==> src/rtl/pe_load_ctrl.sv <==
// pe_load_ctrl: sequences one convolution pass on a single PE.
// Streams filter words then ifmap words from the global buffer into the PE,
// pulses conv_continue, waits for conv_done and reports done / error.
// Optional build macro: PE_LOAD_CTRL_STALL_CNT_EN enables the stall_cnt counter
// (otherwise stall_cnt is tied to zero).
//
// state        | meaning
// -------------+-------------------------------------------------------------
// ST_IDLE      | waiting for start, op_stage=IDLE
// ST_LOAD_FLT  | reading filter words and broadcasting filter packets
// ST_ARM       | single cycle, pulses conv_continue
// ST_STREAM    | reading ifmap words through the holding slot, throttled by pe_full
// ST_WAIT_DONE | all ifmap words sent, waiting for conv_done
// ST_FINISH    | single cycle, pulses done
module pe_load_ctrl #(
    parameter int NUM_FILTER   = 4,
    parameter int FILTER_WORDS = 3,
    parameter int IFMAP_WORDS  = 57,
    parameter int IFMAP_BASE   = 12,
    parameter int TIMEOUT      = 4000
) (
    input  logic        clk,
    input  logic        rst_n,
    input  logic        start,
    output logic        buf_rd_en,
    output logic [7:0]  buf_rd_addr,
    input  logic [31:0] buf_rd_data,
    output logic [1:0]  op_stage,
    output logic        filter_pkt_valid,
    output logic [4:0]  filter_pkt_idx,
    output logic [31:0] filter_pkt_data,
    output logic        ifmap_pkt_valid,
    output logic [4:0]  ifmap_pkt_idx,
    output logic [31:0] ifmap_pkt_data,
    input  logic        pe_full,
    input  logic        pe_error,
    input  logic        conv_done,
    output logic        conv_continue,
    output logic        busy,
    output logic        done,
    output logic        error,
    output logic [15:0] stall_cnt
);

    localparam int FLT_TOTAL = NUM_FILTER * FILTER_WORDS;
    localparam int FLT_CW    = $clog2(FLT_TOTAL + 1);
    localparam int IFM_CW    = $clog2(IFMAP_WORDS + 1);
    localparam int TMR_W     = $clog2(TIMEOUT + 1);

    localparam logic [FLT_CW-1:0] FLT_END    = FLT_CW'(FLT_TOTAL);
    localparam logic [IFM_CW-1:0] IFM_END    = IFM_CW'(IFMAP_WORDS);
    localparam logic [IFM_CW-1:0] IFM_LAST   = IFM_CW'(IFMAP_WORDS - 1);
    localparam logic [2:0]        FW_LAST    = 3'(FILTER_WORDS - 1);
    localparam logic [TMR_W-1:0]  TMR_LOAD   = TMR_W'(TIMEOUT - 1);
    localparam logic [7:0]        IFM_BASE_A = 8'(IFMAP_BASE);

    localparam logic [1:0] OP_IDLE = 2'd0;
    localparam logic [1:0] OP_LOAD = 2'd1;
    localparam logic [1:0] OP_CONV = 2'd2;

    typedef enum logic [2:0] {
        ST_IDLE,
        ST_LOAD_FLT,
        ST_ARM,
        ST_STREAM,
        ST_WAIT_DONE,
        ST_FINISH
    } state_t;

    state_t             state_q, state_d;
    logic [FLT_CW-1:0]  flt_rd_cnt_q, flt_rd_cnt_d;
    logic [1:0]         rd_f_q, rd_f_d;
    logic [2:0]         rd_w_q, rd_w_d;
    logic [1:0]         pkt_f_q, pkt_f_d;
    logic [2:0]         pkt_w_q, pkt_w_d;
    logic               flt_vld_q, flt_vld_d;
    logic [IFM_CW-1:0]  ifm_rd_cnt_q, ifm_rd_cnt_d;
    logic [IFM_CW-1:0]  ifm_tx_cnt_q, ifm_tx_cnt_d;
    logic               rd_pend_q, rd_pend_d;
    logic               hold_vld_q, hold_vld_d;
    logic [31:0]        hold_q, hold_d;
    logic [TMR_W-1:0]   tmr_q, tmr_d;
    logic               error_q, error_d;

    // A word is available either parked in the holding register or arriving
    // on buf_rd_data from last cycle's read; never both at once, so the pair
    // behaves as a single holding slot with no extra read in flight.
    logic        ifm_avail;
    logic [31:0] ifm_word;
    logic        ifm_xfer;

    assign ifm_avail     = hold_vld_q | rd_pend_q;
    assign ifm_word      = hold_vld_q ? hold_q : buf_rd_data;
    assign ifmap_pkt_idx = 5'd0;
    assign busy          = (state_q != ST_IDLE);
    assign error         = error_q;

    // Next-state, datapath updates and all combinational outputs.
    always_comb begin
        state_d      = state_q;
        flt_rd_cnt_d = flt_rd_cnt_q;
        rd_f_d       = rd_f_q;
        rd_w_d       = rd_w_q;
        pkt_f_d      = pkt_f_q;
        pkt_w_d      = pkt_w_q;
        flt_vld_d    = 1'b0;
        ifm_rd_cnt_d = ifm_rd_cnt_q;
        ifm_tx_cnt_d = ifm_tx_cnt_q;
        rd_pend_d    = 1'b0;
        hold_vld_d   = hold_vld_q;
        hold_d       = hold_q;
        tmr_d        = tmr_q;
        error_d      = error_q;

        buf_rd_en        = 1'b0;
        buf_rd_addr      = 8'd0;
        op_stage         = OP_IDLE;
        filter_pkt_valid = 1'b0;
        filter_pkt_idx   = 5'd0;
        filter_pkt_data  = 32'd0;
        ifmap_pkt_valid  = 1'b0;
        ifmap_pkt_data   = 32'd0;
        conv_continue    = 1'b0;
        done             = 1'b0;
        ifm_xfer         = 1'b0;

        case (state_q)
            ST_IDLE: begin
                if (start) begin
                    state_d      = ST_LOAD_FLT;
                    flt_rd_cnt_d = '0;
                    rd_f_d       = 2'd0;
                    rd_w_d       = 3'd0;
                    error_d      = 1'b0;
                end
            end

            ST_LOAD_FLT: begin
                op_stage = OP_LOAD;
                if (flt_rd_cnt_q < FLT_END) begin
                    buf_rd_en    = 1'b1;
                    buf_rd_addr  = 8'(flt_rd_cnt_q);
                    flt_vld_d    = 1'b1;
                    pkt_f_d      = rd_f_q;
                    pkt_w_d      = rd_w_q;
                    flt_rd_cnt_d = flt_rd_cnt_q + 1'b1;
                    if (rd_w_q == FW_LAST) begin
                        rd_w_d = 3'd0;
                        rd_f_d = rd_f_q + 2'd1;
                    end else begin
                        rd_w_d = rd_w_q + 3'd1;
                    end
                end
                if (flt_vld_q) begin
                    filter_pkt_valid = 1'b1;
                    filter_pkt_idx   = {pkt_f_q, pkt_w_q};
                    filter_pkt_data  = buf_rd_data;
                end
                // The packet for the final read is on the port this cycle.
                if (flt_vld_q && flt_rd_cnt_q == FLT_END) begin
                    state_d = ST_ARM;
                end
            end

            ST_ARM: begin
                op_stage      = OP_CONV;
                conv_continue = 1'b1;
                state_d       = ST_STREAM;
                ifm_rd_cnt_d  = '0;
                ifm_tx_cnt_d  = '0;
                hold_vld_d    = 1'b0;
                tmr_d         = TMR_LOAD;
            end

            ST_STREAM: begin
                op_stage = OP_CONV;
                ifm_xfer = ifm_avail & ~pe_full;
                if (ifm_xfer) begin
                    ifmap_pkt_valid = 1'b1;
                    ifmap_pkt_data  = ifm_word;
                end
                if (ifm_rd_cnt_q < IFM_END && (!ifm_avail || ifm_xfer)) begin
                    buf_rd_en    = 1'b1;
                    buf_rd_addr  = IFM_BASE_A + 8'(ifm_rd_cnt_q);
                    rd_pend_d    = 1'b1;
                    ifm_rd_cnt_d = ifm_rd_cnt_q + 1'b1;
                end
                if (ifm_xfer) begin
                    hold_vld_d   = 1'b0;
                    ifm_tx_cnt_d = ifm_tx_cnt_q + 1'b1;
                end else if (rd_pend_q) begin
                    hold_d     = buf_rd_data;
                    hold_vld_d = 1'b1;
                end
                if (conv_done) begin
                    state_d = ST_FINISH;
                    if (!(ifm_xfer && ifm_tx_cnt_q == IFM_LAST)) begin
                        error_d = 1'b1;
                    end
                end else if (tmr_q == '0) begin
                    state_d = ST_FINISH;
                    error_d = 1'b1;
                end else begin
                    tmr_d = tmr_q - 1'b1;
                    if (ifm_xfer && ifm_tx_cnt_q == IFM_LAST) begin
                        state_d = ST_WAIT_DONE;
                    end
                end
            end

            ST_WAIT_DONE: begin
                op_stage = OP_CONV;
                if (conv_done) begin
                    state_d = ST_FINISH;
                end else if (tmr_q == '0) begin
                    state_d = ST_FINISH;
                    error_d = 1'b1;
                end else begin
                    tmr_d = tmr_q - 1'b1;
                end
            end

            ST_FINISH: begin
                done    = 1'b1;
                state_d = ST_IDLE;
            end

            default: begin
                state_d = ST_IDLE;
            end
        endcase

        // A PE overflow aborts the pass from any active state.
        if (state_q != ST_IDLE && pe_error) begin
            error_d = 1'b1;
            if (state_q != ST_FINISH) begin
                state_d = ST_FINISH;
            end
        end
    end

    // State and datapath registers.
    always_ff @(posedge clk or negedge rst_n) begin
        if (!rst_n) begin
            state_q      <= ST_IDLE;
            flt_rd_cnt_q <= '0;
            rd_f_q       <= 2'd0;
            rd_w_q       <= 3'd0;
            pkt_f_q      <= 2'd0;
            pkt_w_q      <= 3'd0;
            flt_vld_q    <= 1'b0;
            ifm_rd_cnt_q <= '0;
            ifm_tx_cnt_q <= '0;
            rd_pend_q    <= 1'b0;
            hold_vld_q   <= 1'b0;
            hold_q       <= 32'd0;
            tmr_q        <= '0;
            error_q      <= 1'b0;
        end else begin
            state_q      <= state_d;
            flt_rd_cnt_q <= flt_rd_cnt_d;
            rd_f_q       <= rd_f_d;
            rd_w_q       <= rd_w_d;
            pkt_f_q      <= pkt_f_d;
            pkt_w_q      <= pkt_w_d;
            flt_vld_q    <= flt_vld_d;
            ifm_rd_cnt_q <= ifm_rd_cnt_d;
            ifm_tx_cnt_q <= ifm_tx_cnt_d;
            rd_pend_q    <= rd_pend_d;
            hold_vld_q   <= hold_vld_d;
            hold_q       <= hold_d;
            tmr_q        <= tmr_d;
            error_q      <= error_d;
        end
    end

`ifdef PE_LOAD_CTRL_STALL_CNT_EN
    logic [15:0] stall_q, stall_d;

    // Count streaming cycles where a word is ready but the PE is full.
    always_comb begin
        stall_d = stall_q;
        if (state_q == ST_IDLE && start) begin
            stall_d = 16'd0;
        end else if (state_q == ST_STREAM && ifm_avail && pe_full && stall_q != 16'hFFFF) begin
            stall_d = stall_q + 16'd1;
        end
    end

    // Stall counter register.
    always_ff @(posedge clk or negedge rst_n) begin
        if (!rst_n) begin
            stall_q <= 16'd0;
        end else begin
            stall_q <= stall_d;
        end
    end

    assign stall_cnt = stall_q;
`else
    assign stall_cnt = 16'd0;
`endif

endmodule

==> config.mk <==
export PLATFORM = sky130hd
export DESIGN_NAME = pe_load_ctrl
export DESIGN_NICKNAME = d
export VERILOG_FILES = /design/src/rtl/pe_load_ctrl.sv
export SDC_FILE = /design/constraint.sdc
export NUM_CORES = 1
export LEC_CHECK = 0
export ABC_AREA = 1
export BUFFER_PORTS_ARGS = -buffer_cell sky130_fd_sc_hd__buf_4
export CAP_MARGIN = 25
export CORE_MARGIN = 5
export CORE_UTILIZATION = 58
export CTS_BUF_LIST = sky130_fd_sc_hd__clkbuf_8
export DETAILED_ROUTE_END_ITERATION = 16
export PLACE_DENSITY = 0.93
export REMOVE_ABC_BUFFERS = 1
export SYNTH_ARGS = -nofsm -noshare
export SYNTH_HDL_FRONTEND = slang
export SYNTH_SLANG_ARGS = --single-unit
==> constraint.sdc <==
create_clock -name clk -period 2.3 [get_ports clk]
set_input_delay 0.345 -clock clk [delete_from_list [all_inputs] [get_ports clk]]
set_output_delay 0.345 -clock clk [all_outputs]
set_load 0.1 [all_outputs]
==> reports/metrics.yaml <==
run_status:
  status: "finished, final reports clean"
setup_path:
  arrival_ns: 1.95
  required_ns: 1.96
  crit_path_start_kind: "flip-flop"
  path_class: "reg -> out"
  cpMaxStageDelayCell: "dfrtp_2"
  cp-startpoint: "state_q[2]$_DFF_PN0_"
  crit_path_end_kind: "primary output"
  crit_path_max_fanout: 32
  crit_chain: "inv_6 -> nand3_4 -> nor2_4 -> inv_1 -> buf_8 -> nor2_1 -> buf_6"
  rr_startpoint: "state_q[2]$_DFF_PN0_"
  cpPeakStageDelay_ns: 0.47
placement:
  dp_slack_ns: 0.1839
  hpwl_mm: 8.906
  portBuffers: 122
  place_congestion: 0.9225
floorplanning:
  die_h_um: 100.9
  dieArea_um2: 10180
  ioPinCount: 145
  core_area_um2: 8134
  die_w_um: 100.9
  rows: 33
  initial_utilization: 0.5893
routing:
  first_pass_iters: 5
  wire_per_inst_um: 15.98
  viasPerCell: 5.477
  ant_nets: 0
  drtIter0Drc: 354
  routed_wl_mm: 14.77
  vias: 5061
  drc_errors: 0
job:
  maxCapViolCount: 0
final_layout:
  drive_gt1_frac: 0.2698
  nets: 863
  diodes: 0
  finish.utilization: 0.7988
  areaGrowthSynthToFinish_pct: 35.55
  nFillCells: 465
global_routing:
  grt_pass1_wl_mm: 19.93
  grt_max_degree: 65
  overflow: 0
  antenna_found_initial: 0
  grt_pass1_vias: 4425
  grt_usage: 0.2400
timing:
  fin_skew_ns: 0.009528
  drv_slew: 0
  slew_headroom: 0.5592
  worst_slack_ns: 0.0005769
  finalHoldViolCount: 0
  fmax_mhz: 434.9
  finalCritPeriodShare: 0.9997
  finalSetupTns_ns: 0
  tightest_slew_ns: 0.6612
  fin_crit_ns: 2.299
  setup_viol: 0
synth:
  synth_top_family_by_area: "simple AND/OR/NAND/NOR gates"
  synth_warnings: 0
  synth_compound_area_frac: 0.1222
  synth_area_per_cell_um2: 6.947
  ys_seq_elements: 77
  syn_inst: 690
  synthAdderAreaFrac: 0.02871
  synth.area.mux_share: 0
  synthXorXnorAreaFrac: 0.01462
  synth.distinct_cells: 38
  syn_area_um2: 4793
  ys_seq_area_frac: 0.4020
  synthSimpleGateAreaFrac: 0.3028
clock_tree:
  clk_pin_slew_ns: 0.09
  cts_made_buffers: 9
  cts_sinks: 77
  ctsHtreeMaxLevel: 3
  clockRootBuffer: "clkbuf_8"
  clkLatencyLatePin_ns: 0.36
  clockBufferDepth: 2
  cts_tree: "built"
worst_hold_path:
  hp-start: "buf_rd_data[12]"
  hold_path_class: "in -> reg"
power_and_ir_drop:
  leakagePower_nw: 3.266
  power.density_nw_per_um2: 1068
  peakVddDrop_uv: 1055
-- cell type report --
cell class              count  area [µm²]  area share
clock buffers               9       123.9     0.01906
clock inverters             7       115.1     0.01772
inverters                  89       339.1     0.05219
multi-input cells         499        2461      0.3788
flip-flops and latches     77        1932      0.2973
well taps                 105       131.4     0.02022
repair buffers            138        1395      0.2147
-- routing by layer --
metal | track usage | up-vias | share of wire
met4 | 0.07771 | 0 | 0.019
li1 | - | 2360 | -
met2 | 0.4203 | 291 | 0.51
met3 | 0.04844 | 35 | 0.088
met1 | 0.2964 | 2375 | 0.38
met5 | 0 | - | 0
-- path summary, 6_finish.rpt --
path	slack, ns	to	cells past startpoint
min in group asynchronous	0.51	tmr_q[11]$_DFFE_PN0P_	2
hold / removal	0.27	hold_q[12]$_DFFE_PN0P_	3
setup / recovery	0.0006	ifmap_pkt_data[22]	7
hold reg to reg	0.50	pkt_f_q[1]$_DFFE_PN0P_	2
max in group asynchronous	1.20	ifm_rd_cnt_q[2]$_DFFE_PN0P_	3
setup reg to reg	0.13	hold_q[13]$_DFFE_PN0P_	6
-- cells in the final DEF (no fill, tap or decap), types with 2 or more instances in the layout --
cell	count
a21oi_2	2
o22ai_1	2
nand3_1	26
a31o_2	2
nor2_4	4
nand3_4	2
nor2_2	33
a21oi_1	43
nand4_1	9
inv_2	8
bufinv_16	3
o21ai_1	37
nand3_2	2
dfrtp_1	73
ha_1	11
buf_6	51
conb_1	22
dfrtp_2	4
buf_8	7
nand2_2	2
o32ai_1	2
buf_12	8
nor2_1	107
buf_4	69
o21ai_4	2
inv_1	81
nand2_4	2
o21ai_0	15
nand2_1	155
or2_2	3
clkbuf_8	11
xor2_1	7
-- flip-flops by register name, summed over array words and instances, names as in the netlist --
register and count:
hold_q 32, tmr_q 12, ifm_rd_cnt_q 6, ifm_tx_cnt_q 6
flt_rd_cnt_q 4, pkt_w_q 3, rd_w_q 3, state_q 3
pkt_f_q 2, rd_f_q 2, error 1, flt_vld_q 1
hold_vld_q 1, rd_pend_q 1
-- worst max-delay path, delay by kind of cell, from the launching register on --
family,cells,cell delay (ns)
simple gates,3,0.47
buf+inv,4,0.64
flops,1,0.47
-- synthesized netlist by cell type --
| cell | number | area share |
|---|---|---|
| dfrtp_1 | 77 | 0.40 |
| nand3b_1 | 1 | 0.0016 |
| nand2_1 | 155 | 0.12 |
| ha_1 | 11 | 0.029 |
| a31o_2 | 2 | 0.0037 |
| nand3_1 | 26 | 0.027 |
| nand3_4 | 1 | 0.0037 |
| xnor2_1 | 1 | 0.0018 |
| nor3b_1 | 1 | 0.0016 |
| nor2_4 | 1 | 0.0023 |
| nand2_2 | 3 | 0.0039 |
| a21boi_0 | 1 | 0.0016 |
| nand4_1 | 9 | 0.012 |
| or2_1 | 1 | 0.0013 |
| clkbuf_1 | 9 | 0.0070 |
| inv_2 | 9 | 0.0070 |
| nor3_1 | 2 | 0.0021 |
| xor2_1 | 7 | 0.013 |
| a21oi_1 | 44 | 0.046 |
| a21oi_2 | 2 | 0.0037 |
| o21ai_2 | 1 | 0.0018 |
| o21ai_4 | 1 | 0.0034 |
| buf_6 | 1 | 0.0023 |
| inv_1 | 80 | 0.063 |
| conb_1 | 1 | 0.00078 |
| nor2_2 | 3 | 0.0039 |
| o21ai_1 | 37 | 0.039 |
| buf_1 | 1 | 0.00078 |
| buf_2 | 11 | 0.011 |
| o22ai_1 | 2 | 0.0026 |
| nand3_2 | 3 | 0.0063 |
| nor2_1 | 140 | 0.11 |
| or2_2 | 3 | 0.0039 |
| o31ai_1 | 1 | 0.0016 |
| nand2_4 | 1 | 0.0023 |
| o32ai_1 | 2 | 0.0037 |
| o21ai_0 | 15 | 0.016 |
| buf_4 | 24 | 0.038 |
-- through the flow --
step,std cells,cell area (µm²),total power [W],hold WS (ns)
final,924,6497,0.006939,0.2726
after global routing,924,6497,0.007289,0.2750
after CTS,916,6130,0.006715,0.2660
after detailed placement,899,5714,0.005431,0.3653
after global placement,899,5714,0.005331,0.3702
after floorplan,665,4588,0.004626,0.04941
-- kinds of logic (layout without fill, tap and decap cells) --
| group | after synthesis | after routing |
|---|---|---|
| xor gates and xnor gates | 8 | 8 |
| AOI/OAI and AO/OA | 108 | 108 |
| DFF | 77 | 77 |
| buffers and inverters | 135 | 243 |
| and+or+nand+nor | 350 | 350 |
| other | 1 | 22 |
| adders and majority gates | 11 | 11 |
-- what timing repair did --
action | CTS | global route
hold buffers | 1 | 0
setup endpoints to repair | 44 | 73
pin swaps | 0 | 3
buffers inserted | 0 | 8
hold endpoints to repair | 42 | 0
gates resized for setup | 44 | 90
-- report_power, final --
group          internal (W)  switching (W)
Sequential          0.00160       0.000259
Clock              0.000717       0.000534
Combinational      0.000909        0.00292
Total               0.00323        0.00371
(Power assumes the default switching activity.)
